===== src/rtl/audionet_pkg.sv =====
`default_nettype none
// ============================================================================
// Module      : audionet_pkg
// Description : Shared types and constants for the AudioNet serial TDM domain.
//               FRAME_BITS_DEF - default frame length in bits
//               frame_t        - one frame at the default length
//               tx_state_t     - transmitter control states
// Revision    : 1.0 - initial release
// ============================================================================
package audionet_pkg;

    localparam int FRAME_BITS_DEF = 256;

    typedef logic [FRAME_BITS_DEF-1:0] frame_t;

    typedef enum logic [0:0] {
        IDLE = 1'b0,
        RUN  = 1'b1
    } tx_state_t;

endpackage : audionet_pkg
`default_nettype wire


===== src/rtl/tdm_frame_tx.sv =====
`default_nettype none
// ============================================================================
// Module      : tdm_frame_tx
// Description : Parallel-to-serial TDM frame transmitter. Frames arrive on a
//               valid/ready parallel port and leave serially on sdata with a
//               one-bit frame sync on sfs marking the first bit of each frame.
// Ports       : sclk     - serial bit clock (rising edge)
//               rst      - asynchronous active-high reset
//               enable   - continuous framing; low stops at next boundary
//               pvalid   - pdata holds a valid frame
//               pdata    - frame to transmit
//               pready   - frame accepted when pvalid && pready
//               sdata    - registered serial data
//               sfs      - registered frame sync, high on first bit
//               underrun - pulse with sfs when a frame starts with no data
// Revision    : 1.0 - initial release
// ============================================================================
module tdm_frame_tx
    import audionet_pkg::*;
#(
    parameter int FRAME_BITS = FRAME_BITS_DEF,
    parameter bit MSB_FIRST  = 1'b1
) (
    input  logic                  sclk,
    input  logic                  rst,
    input  logic                  enable,
    input  logic                  pvalid,
    input  logic [FRAME_BITS-1:0] pdata,
    output logic                  pready,
    output logic                  sdata,
    output logic                  sfs,
    output logic                  underrun
);

    localparam int              CNT_W    = $clog2(FRAME_BITS);
    localparam logic [CNT_W-1:0] LAST_BIT = CNT_W'(FRAME_BITS - 1);

    tx_state_t               state_q, state_d;
    logic [CNT_W-1:0]        bcnt_q, bcnt_d;
    logic [FRAME_BITS-1:0]   hold_q, hold_d;
    logic                    hold_full_q, hold_full_d;
    logic [FRAME_BITS-1:0]   shreg_q, shreg_d;
    logic                    sdata_q, sdata_d;
    logic                    sfs_q, sfs_d;
    logic                    underrun_q, underrun_d;

    logic                    accept;
    logic                    frame_start;
    logic [FRAME_BITS-1:0]   load_frame;
    logic [FRAME_BITS-1:0]   shreg_shift;
    logic                    next_bit;

    assign pready   = !hold_full_q;
    assign accept   = pvalid && !hold_full_q;
    assign sdata    = sdata_q;
    assign sfs      = sfs_q;
    assign underrun = underrun_q;

    // A new frame begins either when leaving IDLE or at the last bit of a
    // running frame; in both cases enable must be high.
    assign frame_start = enable && ((state_q == IDLE) || (bcnt_q == LAST_BIT));

    // The shift register keeps the frame aligned so the bit about to be sent
    // always sits at the transmit end; next_bit is the one after it.
    assign shreg_shift = MSB_FIRST ? {shreg_q[FRAME_BITS-2:0], 1'b0}
                                   : {1'b0, shreg_q[FRAME_BITS-1:1]};
    assign next_bit    = MSB_FIRST ? shreg_q[FRAME_BITS-2] : shreg_q[1];

    always_comb begin
        state_d     = state_q;
        bcnt_d      = bcnt_q;
        hold_d      = hold_q;
        hold_full_d = hold_full_q;
        shreg_d     = shreg_q;
        sdata_d     = sdata_q;
        sfs_d       = 1'b0;
        underrun_d  = 1'b0;
        load_frame  = '0;

        if (accept) begin
            hold_d      = pdata;
            hold_full_d = 1'b1;
        end

        case (state_q)
            IDLE: begin
                sdata_d = 1'b0;
            end
            RUN: begin
                if (bcnt_q != LAST_BIT) begin
                    bcnt_d  = bcnt_q + 1'b1;
                    shreg_d = shreg_shift;
                    sdata_d = next_bit;
                end else if (!enable) begin
                    state_d = IDLE;
                    bcnt_d  = '0;
                    sdata_d = 1'b0;
                end
            end
            default: begin
                state_d = IDLE;
            end
        endcase

        if (frame_start) begin
            state_d = RUN;
            bcnt_d  = '0;
            sfs_d   = 1'b1;
            if (hold_full_q) begin
                load_frame  = hold_q;
                hold_full_d = accept;
            end else if (pvalid) begin
                // Bypass: the accepted frame goes straight to the shifter,
                // so the holding register is left untouched.
                load_frame  = pdata;
                hold_d      = hold_q;
                hold_full_d = 1'b0;
            end else begin
                underrun_d  = 1'b1;
            end
            shreg_d = load_frame;
            sdata_d = MSB_FIRST ? load_frame[FRAME_BITS-1] : load_frame[0];
        end
    end

    always_ff @(posedge sclk or posedge rst) begin
        if (rst) begin
            state_q     <= IDLE;
            bcnt_q      <= '0;
            hold_q      <= '0;
            hold_full_q <= 1'b0;
            shreg_q     <= '0;
            sdata_q     <= 1'b0;
            sfs_q       <= 1'b0;
            underrun_q  <= 1'b0;
        end else begin
            state_q     <= state_d;
            bcnt_q      <= bcnt_d;
            hold_q      <= hold_d;
            hold_full_q <= hold_full_d;
            shreg_q     <= shreg_d;
            sdata_q     <= sdata_d;
            sfs_q       <= sfs_d;
            underrun_q  <= underrun_d;
        end
    end

endmodule : tdm_frame_tx
`default_nettype wire

===== config.mk =====
export PLATFORM = sky130hd
export DESIGN_NAME = tdm_frame_tx
export DESIGN_NICKNAME = d
export VERILOG_FILES = /design/src/rtl/audionet_pkg.sv /design/src/rtl/tdm_frame_tx.sv
export SDC_FILE = /design/constraint.sdc
export NUM_CORES = 1
export LEC_CHECK = 0
export CAP_MARGIN = 20
export CORE_MARGIN = 2
export CORE_UTILIZATION = 51
export DETAILED_ROUTE_END_ITERATION = 16
export PLACE_DENSITY = 0.76
export SLEW_MARGIN = 20
export SYNTH_ARGS = -nofsm -noshare
export SYNTH_HDL_FRONTEND = slang
export SYNTH_SLANG_ARGS = --single-unit

===== constraint.sdc =====
create_clock -name sclk -period 17.56 [get_ports sclk]
set_input_delay 3.512 -clock sclk [delete_from_list [all_inputs] [get_ports sclk]]
set_output_delay 3.512 -clock sclk [all_outputs]
set_load 0.01 [all_outputs]

After elaboration in Yosys (flattened, before gate mapping)
Index checks and enable logic that the tools add are counted.

word-level totals
  bits in registers = 524
  input bits = 260
  logic and storage cells = 52

cells by class
  $add $sub $neg = 1
  equality and inequality tests = 5
  muxes and demuxes = 29
  bitwise operators = 1
  reductions and logical operators = 8

operators by type and width
  operator                                        count
  two-way mux 256 bit                             6
  two-way mux 255 bit                             3
  two-way mux 8 bit                               4
  two-way mux 1 bit                               15
  adder 8 x 1 -> 8 bit (second input constant)    1
  == test 8 bit (second input constant)           1
  != test 8 bit (second input constant)           1
  != test 4 x 2 -> 1 bit (second input constant)  1
  AND reduction 2 bit                             2
  nonzero test 2 bit                              2
  != test 3 x 1 -> 1 bit (second input constant)  1
  != test 3 bit (second input constant)           1
  logical AND 1 bit                               2
  one-hot mux 1 bit (2 select lines)              1
  logical NOT 1 bit                               1
  logical OR 1 bit                                1
  NOT 1 bit                                       1

Longest topological paths before layout
Gate-level depths: netlist of run 1.

  depth in word-level cells = 6
  depth in mapped cells = 8

Worst setup path before layout of run 1
No wires, ideal clock.

  path type = input port to flip-flop
  from = in pvalid
  to = reg hold_q[0]
  arrival time = 4693 ps
  path slack = 12742 ps
  stages on the path = 7
  cell sequence = buf_2 -> nor2b_1 -> buf_2 -> o21ai_2 -> buf_4 -> buf_6 -> mux2_2

on the way
  cells in the longest elaborated chain, start to end = 5
  elaborated cells between the ends (all ways) = 6

ends and longest elaborated chain
  element               line                 RTL
  from (decl)           tdm_frame_tx.sv:27   input logic pvalid,
  logical AND 1 bit     tdm_frame_tx.sv:54   assign accept = pvalid && !hold_full_q;
  two-way mux 256 bit   tdm_frame_tx.sv:80   if (accept) begin
  two-way mux 256 bit   tdm_frame_tx.sv:112  end else if (pvalid) begin
  two-way mux 256 bit   tdm_frame_tx.sv:109  if (hold_full_q) begin
  two-way mux 256 bit   tdm_frame_tx.sv:105  if (frame_start) begin
  to (signal assigned)  tdm_frame_tx.sv:139  hold_q <= hold_d;
  to (decl)             tdm_frame_tx.sv:40   logic [FRAME_BITS-1:0] hold_q, hold_d;

Parallel ways exist; a longest one is shown, timed or not. The select of a mux whose other input is x is not followed.
A chain may end at the register's enable or synchronous reset.

Final worst setup path of run 1
  from = in pvalid
  to = reg hold_q[139]

Same word-level chain as after synthesis.

==> metrics.yaml, run 1 <==
finish:
  utilization_pct: 61.17
  layout.nets: 2524
  register_area_um2: 13120
  multi_input_area_um2: 9945
  drive_gt1_share_pct: 15.11
  fillers: 3639
  synthToLayoutAreaGrowth_pct: 18.23
sta:
  layout_worst_path_cycle_share_pct: 37.36
  hold_viol: 0
  drv_slew: 0
  relSlewSlack_pct: 24.83
  fin_crit_ps: 6560
  tightestPinTransition_ps: 1128
  holdWs_ps: 470.8
  fin_skew_ps: 13.05
  grt_setup_unrepaired: "no"
  fin_ws_ps: 11000
  max_clock_freq_mhz: 152.4
  setup_viol_count_final: 0
  fin_setup_tns_ps: 0
floorplanning:
  die_x_um: 221.3
  start_util_pct: 51.73
  rows: 79
  dieArea_um2: 48980
  pin_count: 264
  die_y_um: 221.3
  core_um2: 46560
flow_run:
  drv_cap: 0
drt:
  initialDrtViolationCount: 1314
  ant_nets: 0
  vias: 17210
  vias_per_cell: 5.907
  route.detailed.drc: 0
  dr.pass1.iters: 5
  routed_wl_um: 52840
  wire_per_inst_um: 18.14
cts:
  postCtsHoldBufs: 0
  cts_sinks: 524
  cts.path.max_buffers: 3
  ctsResizeCount: 0
  clk_pin_slew_worst_paths_ps: 60
  cts_root_buf: "clkbuf_16"
  cts_inserted_buffers: 53
  cts-htree-levels: 2
  cts_tree: "built"
  cts_setup_buffers: 0
  clk_latency_ps: 590
place:
  place_ws_ps: 9779
  gp_congestion: 0.7623
  dpl.hpwl_um: 31770
  port-buffer-count: 263
yosys:
  synth_top_flop_cell: "dfrtp_1"
  synth_edf_count: 0
  syn-cell-area_um2: 24090
  synthMostInstantiatedCell: "dfrtp_1"
  synthTopCellsByArea: "dfrtp_1 54%, mux2_2 11%, a21o_1 6.9%"
  syn_nets: 2383
  synth.top_cell.area_share_pct: 54.44
  avgSynthCellArea_um2: 11.35
  synth.largest_area_cell: "dfrtp_1"
  ys_warn_count: 0
  ys_async_sr_fraction_pct: 100.0
  ys_types: 33
  synth-seq-area-share_pct: 54.44
  synth_seq_cells: 524
  synth_commonest_cells: "524 x dfrtp_1, 235 x mux2_2, 229 x nor2_1, 221 x a21o_1, 221 x a22oi_1"
  syn_inst: 2122
worst_setup_path:
  required_ps: 18040
  startpoint_type: "primary input"
  rr_worst_depth: 6
  critPathKind: "primary input to flop"
  cp.arrival_ps: 7040
  worstPathMaxFanout: 79
  end_kind: "flop"
power:
  power_leakage_nw: 13.31
  power.total_w: 0.003131
  ir_drop_uv: 92.66
  cellPowerDensity_nw_per_um2: 109.9
global_route:
  grt_pass1_wl_um: 88550
  globalRouteOverflowTotal: 0
  grt_antenna_before_repair: 11
  grt_max_degree: 226
  grt_pass1_vias: 17460
  grt_usage_pct: 21.61
min_path:
  min_path_type: "flop to flop"
  whs_path_depth: 1
status:
  status: "completed"
-- per-stage QoR --
stage               instance area, µm²  cells
floorplan                        24090   2122
global placement                 26680   2812
detailed placement               26680   2812
CTS                              28390   2907
global route                     28470   2910
finish                           28480   2913
-- worst max-delay path: stages --
cell	delay, ps
clkdlybuf4s50_1	400
buf_4	260
nor2b_4	170
buf_4	330
o21ai_4	140
buf_4	820
buf_4	840
mux2_2	420
-- cell type report --
| class | count | area share [%] |
|---|---|---|
| clock inverters | 12 | 0.4130 |
| flip-flops and latches | 524 | 46.06 |
| clock buffers | 83 | 5.589 |
| inverters | 4 | 0.06591 |
| multi-input cells | 1389 | 34.92 |
| well taps | 607 | 2.667 |
| diodes | 3 | 0.02636 |
| repair buffers | 291 | 10.26 |
-- path summary, 6_finish.rpt --
check	slack, ps	startpoint	to
max	11000	pvalid	hold_q[139]
min	470	shreg_q[29]	shreg_q[30]
max reg2reg	13860	bcnt_q[3]	hold_q[139]
min reg2reg	470	shreg_q[29]	shreg_q[30]
max in group asynchronous	11440	rst	shreg_q[130]
min in group asynchronous	3230	rst	hold_q[225]
-- state kept, by name, indices dropped and copies added (netlist names) --
name         count
underrun         1
sdata            1
sfs              1
bcnt_q           8
hold_q         256
hold_full_q      1
state_q          1
shreg_q        255
-- cell usage in the layout, fill, tap and decap left out, drive strengths merged --
cell type / Yosys / routed
dfrtp: 524 / 524
clkdlybuf4s50: 0 / 262
mux2: 256 / 256
nor2: 229 / 229
a21o: 221 / 221
a22oi: 221 / 221
a211oi: 220 / 220
nand2: 108 / 108
clkbuf: 123 / 83
o21ai: 76 / 76
o211ai: 34 / 34
buf: 82 / 29
clkinv: 0 / 9
nand3: 4 / 4
inv: 4 / 4
diode: 0 / 3
and3: 3 / 3
nand4: 2 / 2
a21oi: 2 / 2
o31ai: 2 / 2
bufinv: 0 / 2
o21a: 1 / 1
nor2b: 1 / 1
and2: 1 / 1
a22o: 1 / 1
or2: 1 / 1
xor2: 1 / 1
mux2i: 1 / 1
a221oi: 1 / 1
nor3: 1 / 1
clkinvlp: 0 / 1
o311ai: 1 / 1
ha: 1 / 1
-- power breakdown --
| group | internal (W) | switching (W) | leakage [nW] |
|---|---|---|---|
| combinational | 0.000282 | 0.000179 | 6.05 |
| clock | 0.000649 | 0.000466 | 0.845 |
| sequential | 0.00143 | 0.000122 | 6.42 |
-- logic make-up (layout without fill, tap and decap cells) --
logic type / Yosys count / after routing / synth area share (%)
AO/OA/AOI/OAI: 780 / 780 / 23.53
flip-flops: 524 / 524 / 54.44
AND/OR/NAND/NOR: 350 / 350 / 5.564
multiplexers: 257 / 257 / 12.01
buffers and inverters: 209 / 390 / 4.364
adder cells (fa/ha/maj): 1 / 1 / 0.05194
XOR/XNOR: 1 / 1 / 0.03637
other: 0 / 3 / 0
-- routing by layer --
metal	track usage (%)	vias up	part of all wire [%]
met5	0	-	0.28
met4	6.365	20	2.4
met3	4.833	98	5.2
met2	35.01	305	47
met1	29.24	8656	45
li1	-	8128	-
(Power assumes the default switching activity.)
==> inputs of run 2 (changes only) <==
CORE_UTILIZATION = 55   (was 51)
PLACE_DENSITY = 0.78   (was 0.76)
clock period = 6.68 ns   (was 17.56 ns; I/O delays follow)
==> metrics.yaml, run 2 (same netlist as run 1, synthesis figures left out) <==
sta:
  max_clock_freq_mhz: 247.7
  setup_viol_count_final: 0
  drv_slew: 0
  fin_setup_tns_ps: 0
  fin_crit_ps: 4037
  tightestPinTransition_ps: 1094
  layout_worst_path_cycle_share_pct: 60.43
  hold_viol: 0
  relSlewSlack_pct: 27.04
  fin_ws_ps: 2643
  grt_setup_unrepaired: "no"
  fin_skew_ps: 16.88
cts:
  cts_inserted_buffers: 54
  ctsResizeCount: 0
  cts_tree: "built"
  clk_latency_ps: 600
  clk_pin_slew_worst_paths_ps: 60
  cts-htree-levels: 2
  cts_sinks: 524
  cts.path.max_buffers: 3
  cts_root_buf: "clkbuf_16"
  cts_setup_buffers: 0
  postCtsHoldBufs: 0
power:
  p_clk_share_pct: 35.8
  combPwrFrac_pct: 14.8
  intPower_w: 0.006243
  ir_drop_uv: 262.7
  power_leakage_nw: 13.35
  switchingPower_w: 0.002047
  cellPowerDensity_nw_per_um2: 290.5
  seqPwrFrac_pct: 49.4
  p_sw_share_pct: 24.69
  power.total_w: 0.008290
worst_setup_path:
  end_kind: "flop"
  cp_slowest_stage_delay_ps: 700
  critPathKind: "primary input to flop"
  critPathSlowestCell: "buf_4"
  cp.arrival_ps: 4570
  worst_path_most_repeated_cell: "buf_4"
  worstPathCellList: "clkdlybuf4s50_1 > buf_4 > nor2b_4 > buf_4 > buf_4 > a22oi_1 > a211oi_1 > a21o_1"
  startpoint_type: "primary input"
  worstPathMaxFanout: 75
  required_ps: 7210
drt:
  ant_nets: 0
  wire_per_inst_um: 18.81
  dr.pass1.iters: 5
  initialDrtViolationCount: 1460
  vias_per_cell: 6.035
  routed_wl_um: 54380
  vias: 17450
  route.detailed.drc: 0
global_route:
  grt_usage_pct: 24.06
  grt_max_degree: 206
  grt_pass1_wl_um: 88500
  grt_antenna_before_repair: 3
  globalRouteOverflowTotal: 0
  grt_pass1_vias: 17650
place:
  gp_congestion: 0.7603
  place_ws_ps: 2055
  dpl.hpwl_um: 31750
  port-buffer-count: 263
  place_area_um2: 26680
min_path:
  min_path_type: "flop to flop"
floorplanning:
  start_util_pct: 55.79
  pin_count: 264
  rows: 76
  die_x_um: 213.3
  dieArea_um2: 45480
  die_y_um: 213.3
  core_um2: 43170
finish:
  top_register: "hold_q"
  synthToLayoutAreaGrowth_pct: 18.46
  drive_gt1_share_pct: 15.27
  largest_reg_flops: 256
  fin_area_um2: 28530
  final_common_cell: "dfrtp_1"
  reg_top3: "hold_q x256, shreg_q x255, bcnt_q x8"
  layout_common_cells: "523 x dfrtp_1, 262 x clkdlybuf4s50_1, 235 x mux2_2, 229 x nor2_1"
  layout.nets: 2521
status:
  status: "completed"
flow_run:
  drv_cap: 0
[run 2: cell types whose count changed in the layout (fill, tap and decap cells not counted), moves of 2 or more]
cell and delta:
buf_12 +4, buf_4 -5, diode_2 -2, clkbuf_8 +7
clkbuf_1 -2, buf_6 -4
[run 2: cell type report]
cell class	instances	area (µm²)
Multi-Input combinational cell	1389	9945
Antenna cell	1	2.502
Fill cell	3282	14640
Sequential cell	524	13120
Timing Repair Buffer	287	2945
Clock inverter	14	116.4
Clock buffer	87	1655
Tap cell	585	732.0
Inverter	4	18.77
[run 2: path summary, 6_finish.rpt]
path,startpoint,endpoint,slack [ps],cells past startpoint
worst min-delay path,shreg_q[94],shreg_q[95],470,1
min in group asynchronous,rst,hold_q[4],1170,2
worst max-delay path,pvalid,shreg_q[142],2640,8
worst max register to register,bcnt_q[0],shreg_q[1],2810,7
worst min register to register,shreg_q[94],shreg_q[95],470,1
max in group asynchronous,rst,shreg_q[117],4040,4
[run 2: critical path, delay by kind of cell]
family                 cells  cell delay (ps)
AO/OA/AOI/OAI              3              620
buffers and inverters      4             2220
AND/OR/NAND/NOR            1              280
[run 2: metrics by stage]
step           hold WS, ps  utilization (%)  std cells
2_1_floorplan        443.2                -       2122
3_3_place_gp         456.0            61.80       2786
3_5_place_dp         459.4            61.80       2786
4_1_cts              474.0            65.91       2887
5_1_grt              484.7            66.08       2890
6_report             473.0            66.09       2891
[run 2: power groups by stage]
stage	sequential, W	clock (W)	combinational (W)
floorplan	0.00405	0	0.000895
global placement	0.00410	0	0.00117
detailed placement	0.00414	0	0.00123
CTS	0.00409	0.00303	0.00124
global route	0.00416	0.00318	0.00138
finish	0.00409	0.00297	0.00123
[run 2: routing by layer]
layer | track usage, % | part of all wire, % | vias up
li1 | - | - | 8105
met1 | 32.98 | 45 | 8837
met2 | 38.74 | 47 | 396
met3 | 3.780 | 5.0 | 103
met4 | 9.291 | 2.9 | 6
met5 | 0 | 0.074 | -
